### src/rtl/text_renderer.sv
// Walks a NUL-terminated string in a synchronous text RAM and feeds the
// character renderer one glyph at a time, tracking a scaled cursor.
module text_renderer #(
  parameter int unsigned ADDR_W  = 8,
  parameter int unsigned X_W     = 9,
  parameter int unsigned Y_W     = 8,
  parameter int unsigned SIZE_W  = 4,
  parameter int unsigned FONT_W  = 5,
  parameter int unsigned FONT_H  = 7,
  parameter int unsigned Y_LIMIT = 240
) (
  input  logic              clock,
  input  logic              resetn,
  input  logic              start,
  input  logic [ADDR_W-1:0] text_base,
  input  logic [ADDR_W-1:0] max_len,
  input  logic [X_W-1:0]    origin_x,
  input  logic [Y_W-1:0]    origin_y,
  input  logic [SIZE_W-1:0] size,
  input  logic [X_W-1:0]    wrap_x,
  output logic [ADDR_W-1:0] mem_addr,
  input  logic [6:0]        mem_rdata,
  output logic [6:0]        char,
  output logic [X_W-1:0]    char_x,
  output logic [Y_W-1:0]    char_y,
  output logic [SIZE_W-1:0] char_size,
  output logic              char_enable,
  input  logic              char_finished,
  output logic              busy,
  output logic              done
);

  localparam int unsigned XE = X_W + 1;
  localparam int unsigned YE = Y_W + 1;
  localparam int unsigned CE = ADDR_W + 1;
  localparam logic [6:0] CH_NUL = 7'h00;
  localparam logic [6:0] CH_NL  = 7'h0A;
  localparam logic [6:0] CH_SP  = 7'h20;

  typedef enum logic [2:0] {
    S_IDLE, S_FETCH, S_DECODE, S_RENDER, S_RELEASE, S_ADVANCE, S_DONE
  } state_e;

  state_e              state_q, state_d;
  logic [ADDR_W-1:0]   len_q, len_d;
  logic [X_W-1:0]      org_x_q, org_x_d;
  logic [SIZE_W-1:0]   size_q, size_d;
  logic [X_W-1:0]      wrap_q, wrap_d;
  logic [XE-1:0]       x_q, x_d;
  logic [YE-1:0]       y_q, y_d;
  logic [ADDR_W-1:0]   count_q, count_d;
  logic [ADDR_W-1:0]   mem_addr_q, mem_addr_d;
  logic [6:0]          char_q, char_d;
  logic [X_W-1:0]      char_x_q, char_x_d;
  logic [Y_W-1:0]      char_y_q, char_y_d;
  logic [SIZE_W-1:0]   char_size_q, char_size_d;
  logic                char_enable_q, char_enable_d;
  logic                busy_q, busy_d;
  logic                done_q, done_d;

  logic [XE-1:0] step_w, glyph_w, x_g;
  logic [YE-1:0] step_h, glyph_h, y_g;
  logic          wrap_c;
  logic [CE-1:0] cnt_inc;

  // Cursor sums saturate one bit wider than the screen so overflow always reads as out of bounds.
  function automatic logic [XE-1:0] sat_x(input logic [XE-1:0] a, input logic [XE-1:0] b);
    logic [XE:0] s;
    s = {1'b0, a} + {1'b0, b};
    return s[XE] ? {XE{1'b1}} : s[XE-1:0];
  endfunction

  function automatic logic [YE-1:0] sat_y(input logic [YE-1:0] a, input logic [YE-1:0] b);
    logic [YE:0] s;
    s = {1'b0, a} + {1'b0, b};
    return s[YE] ? {YE{1'b1}} : s[YE-1:0];
  endfunction

  always_comb begin
    step_w  = XE'(size_q) * XE'(FONT_W + 1);
    glyph_w = XE'(size_q) * XE'(FONT_W);
    step_h  = YE'(size_q) * YE'(FONT_H + 1);
    glyph_h = YE'(size_q) * YE'(FONT_H);
    wrap_c  = (sat_x(x_q, glyph_w) > XE'(wrap_q)) && (x_q != XE'(org_x_q));
    x_g     = wrap_c ? XE'(org_x_q) : x_q;
    y_g     = wrap_c ? sat_y(y_q, step_h) : y_q;
    cnt_inc = CE'(count_q) + CE'(1);
  end

  // Next-state and output decode.
  always_comb begin
    state_d       = state_q;
    len_d         = len_q;
    org_x_d       = org_x_q;
    size_d        = size_q;
    wrap_d        = wrap_q;
    x_d           = x_q;
    y_d           = y_q;
    count_d       = count_q;
    mem_addr_d    = mem_addr_q;
    char_d        = char_q;
    char_x_d      = char_x_q;
    char_y_d      = char_y_q;
    char_size_d   = char_size_q;
    char_enable_d = char_enable_q;
    busy_d        = busy_q;
    done_d        = 1'b0;
    case (state_q)
      S_IDLE: begin
        if (start) begin
          len_d   = max_len;
          org_x_d = origin_x;
          size_d  = (size == '0) ? SIZE_W'(1) : size;
          wrap_d  = wrap_x;
          x_d     = XE'(origin_x);
          y_d     = YE'(origin_y);
          count_d = '0;
          if (max_len == '0) begin
            state_d = S_DONE;
            done_d  = 1'b1;
            busy_d  = 1'b0;
          end else begin
            busy_d     = 1'b1;
            mem_addr_d = text_base;
            state_d    = S_FETCH;
          end
        end
      end
      S_FETCH: state_d = S_DECODE;
      S_DECODE: begin
        char_d = mem_rdata;
        if (mem_rdata == CH_NUL) begin
          state_d = S_DONE;
          done_d  = 1'b1;
          busy_d  = 1'b0;
        end else if (mem_rdata == CH_NL) begin
          x_d     = XE'(org_x_q);
          y_d     = sat_y(y_q, step_h);
          state_d = S_ADVANCE;
        end else if (mem_rdata == CH_SP) begin
          x_d     = sat_x(x_q, step_w);
          state_d = S_ADVANCE;
        end else begin
          x_d = x_g;
          y_d = y_g;
          if (sat_y(y_g, glyph_h) > YE'(Y_LIMIT)) begin
            state_d = S_DONE;
            done_d  = 1'b1;
            busy_d  = 1'b0;
          end else begin
            char_x_d      = X_W'(x_g);
            char_y_d      = Y_W'(y_g);
            char_size_d   = size_q;
            char_enable_d = 1'b1;
            state_d       = S_RENDER;
          end
        end
      end
      S_RENDER: begin
        if (char_finished) begin
          char_enable_d = 1'b0;
          x_d           = sat_x(x_q, step_w);
          state_d       = S_RELEASE;
        end
      end
      S_RELEASE: state_d = S_ADVANCE;
      S_ADVANCE: begin
        count_d = ADDR_W'(cnt_inc);
        if (cnt_inc == CE'(len_q)) begin
          state_d = S_DONE;
          done_d  = 1'b1;
          busy_d  = 1'b0;
        end else begin
          mem_addr_d = mem_addr_q + ADDR_W'(1);
          state_d    = S_FETCH;
        end
      end
      S_DONE:  state_d = S_IDLE;
      default: state_d = S_IDLE;
    endcase
  end

  always_ff @(posedge clock) begin
    if (!resetn) begin
      state_q       <= S_IDLE;
      len_q         <= '0;
      org_x_q       <= '0;
      size_q        <= '0;
      wrap_q        <= '0;
      x_q           <= '0;
      y_q           <= '0;
      count_q       <= '0;
      mem_addr_q    <= '0;
      char_q        <= '0;
      char_x_q      <= '0;
      char_y_q      <= '0;
      char_size_q   <= '0;
      char_enable_q <= 1'b0;
      busy_q        <= 1'b0;
      done_q        <= 1'b0;
    end else begin
      state_q       <= state_d;
      len_q         <= len_d;
      org_x_q       <= org_x_d;
      size_q        <= size_d;
      wrap_q        <= wrap_d;
      x_q           <= x_d;
      y_q           <= y_d;
      count_q       <= count_d;
      mem_addr_q    <= mem_addr_d;
      char_q        <= char_d;
      char_x_q      <= char_x_d;
      char_y_q      <= char_y_d;
      char_size_q   <= char_size_d;
      char_enable_q <= char_enable_d;
      busy_q        <= busy_d;
      done_q        <= done_d;
    end
  end

  assign mem_addr    = mem_addr_q;
  assign char        = char_q;
  assign char_x      = char_x_q;
  assign char_y      = char_y_q;
  assign char_size   = char_size_q;
  assign char_enable = char_enable_q;
  assign busy        = busy_q;
  assign done        = done_q;

endmodule

### config.mk
export PLATFORM = sky130hd
export DESIGN_NAME = text_renderer
export DESIGN_NICKNAME = d
export VERILOG_FILES = /design/src/rtl/text_renderer.sv
export SDC_FILE = /design/constraint.sdc
export NUM_CORES = 1
export LEC_CHECK = 0
export CORE_ASPECT_RATIO = 0.75
export CORE_MARGIN = 3
export CORE_UTILIZATION = 50
export CTS_BUF_LIST = sky130_fd_sc_hd__clkbuf_4
export DETAILED_ROUTE_END_ITERATION = 16
export GPL_TIMING_DRIVEN = 0
export PLACE_DENSITY_LB_ADDON = 0.15
export SLEW_MARGIN = 0
export SYNTH_ARGS = -nofsm -noshare
export SYNTH_HDL_FRONTEND = slang
export SYNTH_SLANG_ARGS = --single-unit
### constraint.sdc
create_clock -name clock -period 6.7 [get_ports clock]
set_input_delay 1.34 -clock clock [delete_from_list [all_inputs] [get_ports clock]]
set_output_delay 1.34 -clock clock [all_outputs]
set_load 0.005 [all_outputs]
==> run_results.csv <==
group,metric,value,unit
timing,fmax,0.151,GHz
worst_setup_path,crit_type,"flop to flop",
layout,fin_util,67.3,%
detailed_routing,wl_met2,9.12,mm
global_route,grt_pass1_vias,6343,
detailed_routing,firstDrtPassIters,6,
floorplanning,core_area,13200,µm²
worst_setup_path,worstSetupEndpointType,"flop",
place,finalWeightedCongestion,0.957,
worst_setup_path,worst-path-buf-inv,3,
worst_setup_path,reg2reg_from,"size_q[1]",
detailed_routing,wl_per_cell,18.5,µm
yosys,synth-seq-cells,99,
yosys,synth_cell_types,74,
timing,slew_headroom,55.0,%
timing,setup_viol,0,
worst_setup_path,cp_max_fo,4,
detailed_routing,wl_met3,1.93,mm
detailed_routing,routed_wl,21.7,mm
global_route,grt_remaining_overflow,0,
detailed_routing,first_iter_violations,613,
timing,fin_crit,6640,ps
layout,fin_cells,1171,
run_status,status,"completed",
worst_setup_path,r2r_end,"char_y[0]",
yosys,avgSynthCellArea,8.04,µm²
clock_tree,cts_sinks,99,
worst_setup_path,crit_path_top_delay_cell,"fa_2",
global_route,grt_max_degree,19,
detailed_routing,wl_met1,10.1,mm
floorplanning,die_h,108,µm
timing,rsz0062_at_grt,"true",
worst_setup_path,critPathMaxStageDelay,560,ps
floorplanning,io_pins,96,
timing,final-hold-violation-count,0,
place,pre_cts_slack,-1060,ps
yosys,async_reset_ff_share,0,%
floorplanning,std_cell_rows,36,
yosys,syn_inst,860,
power_and_ir_drop,p_leak,3.56,nW
global_route,antenna_found_initial,1,
detailed_routing,drc,0,
power_and_ir_drop,p_per_area,285,nW/µm²
clock_tree,clockBufferDepth,2,
min_path,hold_path_end,"char_y[7]",
clock_tree,cts_root_buf,"clkbuf_4",
min_path,hold_path_startpoint,"char_y[7]",
yosys,synth_edf_count,0,
yosys,syn_area,6910,µm²
layout,drive_gt1_share,13.7,%
worst_setup_path,ff2ff_setup_slack,60,ps
worst_setup_path,critPathArrivalTime,7040,ps
timing,fin_skew,21.0,ps
clock_tree,clock_latency,510,ps
global_route,grt_pass1_wl,33.7,mm
timing,drv_slew,0,
worst_setup_path,cpLargestDelayFamily,"adder cells",
timing,period_share,99.1,%
worst_setup_path,crit_top_cell,"ha_4",
floorplanning,start_util,52.2,%
worst_setup_path,crit_required,7100,ps
worst_setup_path,start_kind,"flop",
timing,layout_setup_ws,59.7,ps
clock_tree,cts_max_level,3,
yosys,ys_warn_count,0,
global_route,grt_use_total,27.9,%
power_and_ir_drop,ir_drop,0.251,mV
detailed_routing,routed.top_layer,"met4",
yosys,synth_seq_area_share,28.7,%
place,dpl.cell_count,1126,
timing,tightest_slew,668,ps
clock_tree,cts_made_buffers,9,
floorplanning,die_w,142,µm
place,portBuffers,95,
min_path,whs_path_depth,2,
yosys,synth_top_flop_cell,"dfxtp_1",
layout,areaGrowthSynthToFinish,28.9,%
clock_tree,path_clk_slew,180,ps
detailed_routing,avgViaCountPerCell,5.89,
run,cap_viol_max_count,0,
layout,fill_cells,1141,
yosys,syn_nets,976,
timing,timing.setup.tns,0,ps
worst_setup_path,reg2regPathDepth,28,
detailed_routing,vias,6899,
detailed_routing,ant_nets,0,
min_path,hp-class,"flop to flop",
power_and_ir_drop,p_total,2.54,mW
layout,nNetsFinal,1110,
floorplanning,dieArea,15300,µm²
place,hpwl,16.0,mm
clock_tree,cts_tree,"yes",
clock_tree,ctsHoldBuffers,0,
worst_setup_path,cp-startpoint,"size_q[1]",
worst max path at each step:
| stage | end | cells past startpoint |
|---|---|---|
| 2_1_floorplan | char_x[8] | 27 |
| 3_3_place_gp | char_x[8] | 27 |
| 3_5_place_dp | char_x[8] | 27 |
| 4_1_cts | char_x[8] | 32 |
| 5_1_grt | char_y[6] | 30 |
| 6_report | char_y[0] | 28 |
worst min-delay path, cell delays in order (launching register included):
cell     delay (ps)
dfxtp_1         340
nand2_1          50
mux2i_1          50
power by group:
group	switching [mW]	internal [mW]	leakage, nW	total, mW
logic	0.781	0.639	2.66	1.42
clock network	0.235	0.158	0.0895	0.392
registers	0.0693	0.654	0.812	0.724
total	1.09	1.45	3.56	2.54
cells in the final DEF, fill, tap and decap left out, drive strengths merged, types with 4 or more instances in the layout:
| cell | Yosys | routed |
|---|---|---|
| o21bai | 4 | 4 |
| a221oi | 4 | 4 |
| mux2 | 4 | 4 |
| o22ai | 8 | 8 |
| dfxtp | 99 | 99 |
| a21oi | 59 | 59 |
| nand3 | 30 | 30 |
| nand2b | 13 | 13 |
| o211a | 13 | 13 |
| inv | 27 | 31 |
| and3 | 8 | 8 |
| nor4 | 4 | 4 |
| fa | 12 | 12 |
| a21o | 10 | 10 |
| nand2 | 163 | 163 |
| nand4 | 7 | 7 |
| buf | 13 | 40 |
| o221a | 8 | 8 |
| xor2 | 13 | 13 |
| nor3 | 15 | 15 |
| or3 | 6 | 6 |
| o211ai | 5 | 5 |
| nor2 | 39 | 39 |
| a31oi | 9 | 9 |
| ha | 47 | 47 |
| o21a | 4 | 4 |
| mux2i | 20 | 20 |
| and2 | 7 | 7 |
| clkbuf | 36 | 46 |
| o31ai | 11 | 11 |
| o21ai | 48 | 48 |
| a21boi | 41 | 41 |
| a211oi | 7 | 7 |
| xnor2 | 20 | 20 |
| clkdlybuf4s50 | 0 | 95 |
| nor2b | 13 | 13 |
layout make-up:
class	count	area (µm²)	share of cell area, %
multi-input cells	685	4990	56.0
inverters	27	101	1.14
clock inverters	7	105	1.18
diodes	1	2.50	0.0281
clock buffers	9	67.6	0.758
repair buffers	124	1210	13.6
plain buffers	48	225	2.53
flip-flops and latches	99	2000	22.4
well taps	171	214	2.40
Yosys cell counts (6+ instances only):
cell type / number / area share, %
a211oi_1: 6 / 0.65
a21boi_0: 37 / 4.0
a21o_1: 10 / 1.1
a21oi_1: 56 / 4.1
a31oi_1: 8 / 0.72
and2_1: 7 / 0.63
and3_1: 8 / 0.72
buf_2: 9 / 0.65
clkbuf_1: 36 / 2.0
dfxtp_1: 99 / 29
fa_1: 12 / 3.5
ha_1: 47 / 8.5
inv_1: 27 / 1.5
mux2i_1: 20 / 2.9
nand2_1: 163 / 8.9
nand2b_1: 13 / 1.2
nand3_1: 30 / 2.2
nand4_1: 7 / 0.63
nor2_1: 38 / 2.1
nor2b_1: 13 / 1.2
nor3_1: 15 / 1.1
o211a_1: 13 / 1.9
o21ai_0: 41 / 3.0
o21ai_1: 6 / 0.43
o22ai_1: 8 / 0.72
o31ai_1: 9 / 0.98
or3_1: 6 / 0.54
xnor2_1: 20 / 2.5
xor2_1: 12 / 1.5
metal layers:
layer  vias to the layer above  global-route usage [%]
li1                       3347                       -
met1                      3239                    40.1
met2                       267                    41.6
met3                        46                    6.44
met4                         0                    8.36
met5                         -                       0
logic make-up after synthesis:
logic type	share of synthesized area (%)
xor+xnor	4.29
compound gates	25.6
flops	28.7
mux	3.60
buf+inv	4.62
simple gates	21.2
fa+ha+maj	12.0
repair_timing:
action / in CTS / in global routing
setup buffers: 14 / 14
hold endpoints to repair: 0 / 0
gates resized for setup: 27 / 52
pin swaps: 13 / 18
endpoints found under the setup margin: 26 / 26
cloned: 0 / 1
flip-flops by register name, indices dropped and copies added (netlist names):
signal,flops
char_y,8
size_q,4
char,7
char_enable,1
char_size,4
state_q,3
org_x_q,9
x_q,10
char_x,9
len_q,8
done,1
wrap_q,9
mem_addr,8
busy,1
y_q,9
count_q,8
through the flow:
step	hold slack, ps	area (µm²)
after floorplan	443	6920
after global placement	449	8090
after detailed placement	449	8090
after CTS	469	8490
after global routing	487	8910
final	466	8910
No activity file was read; power rests on OpenSTA's default activity.
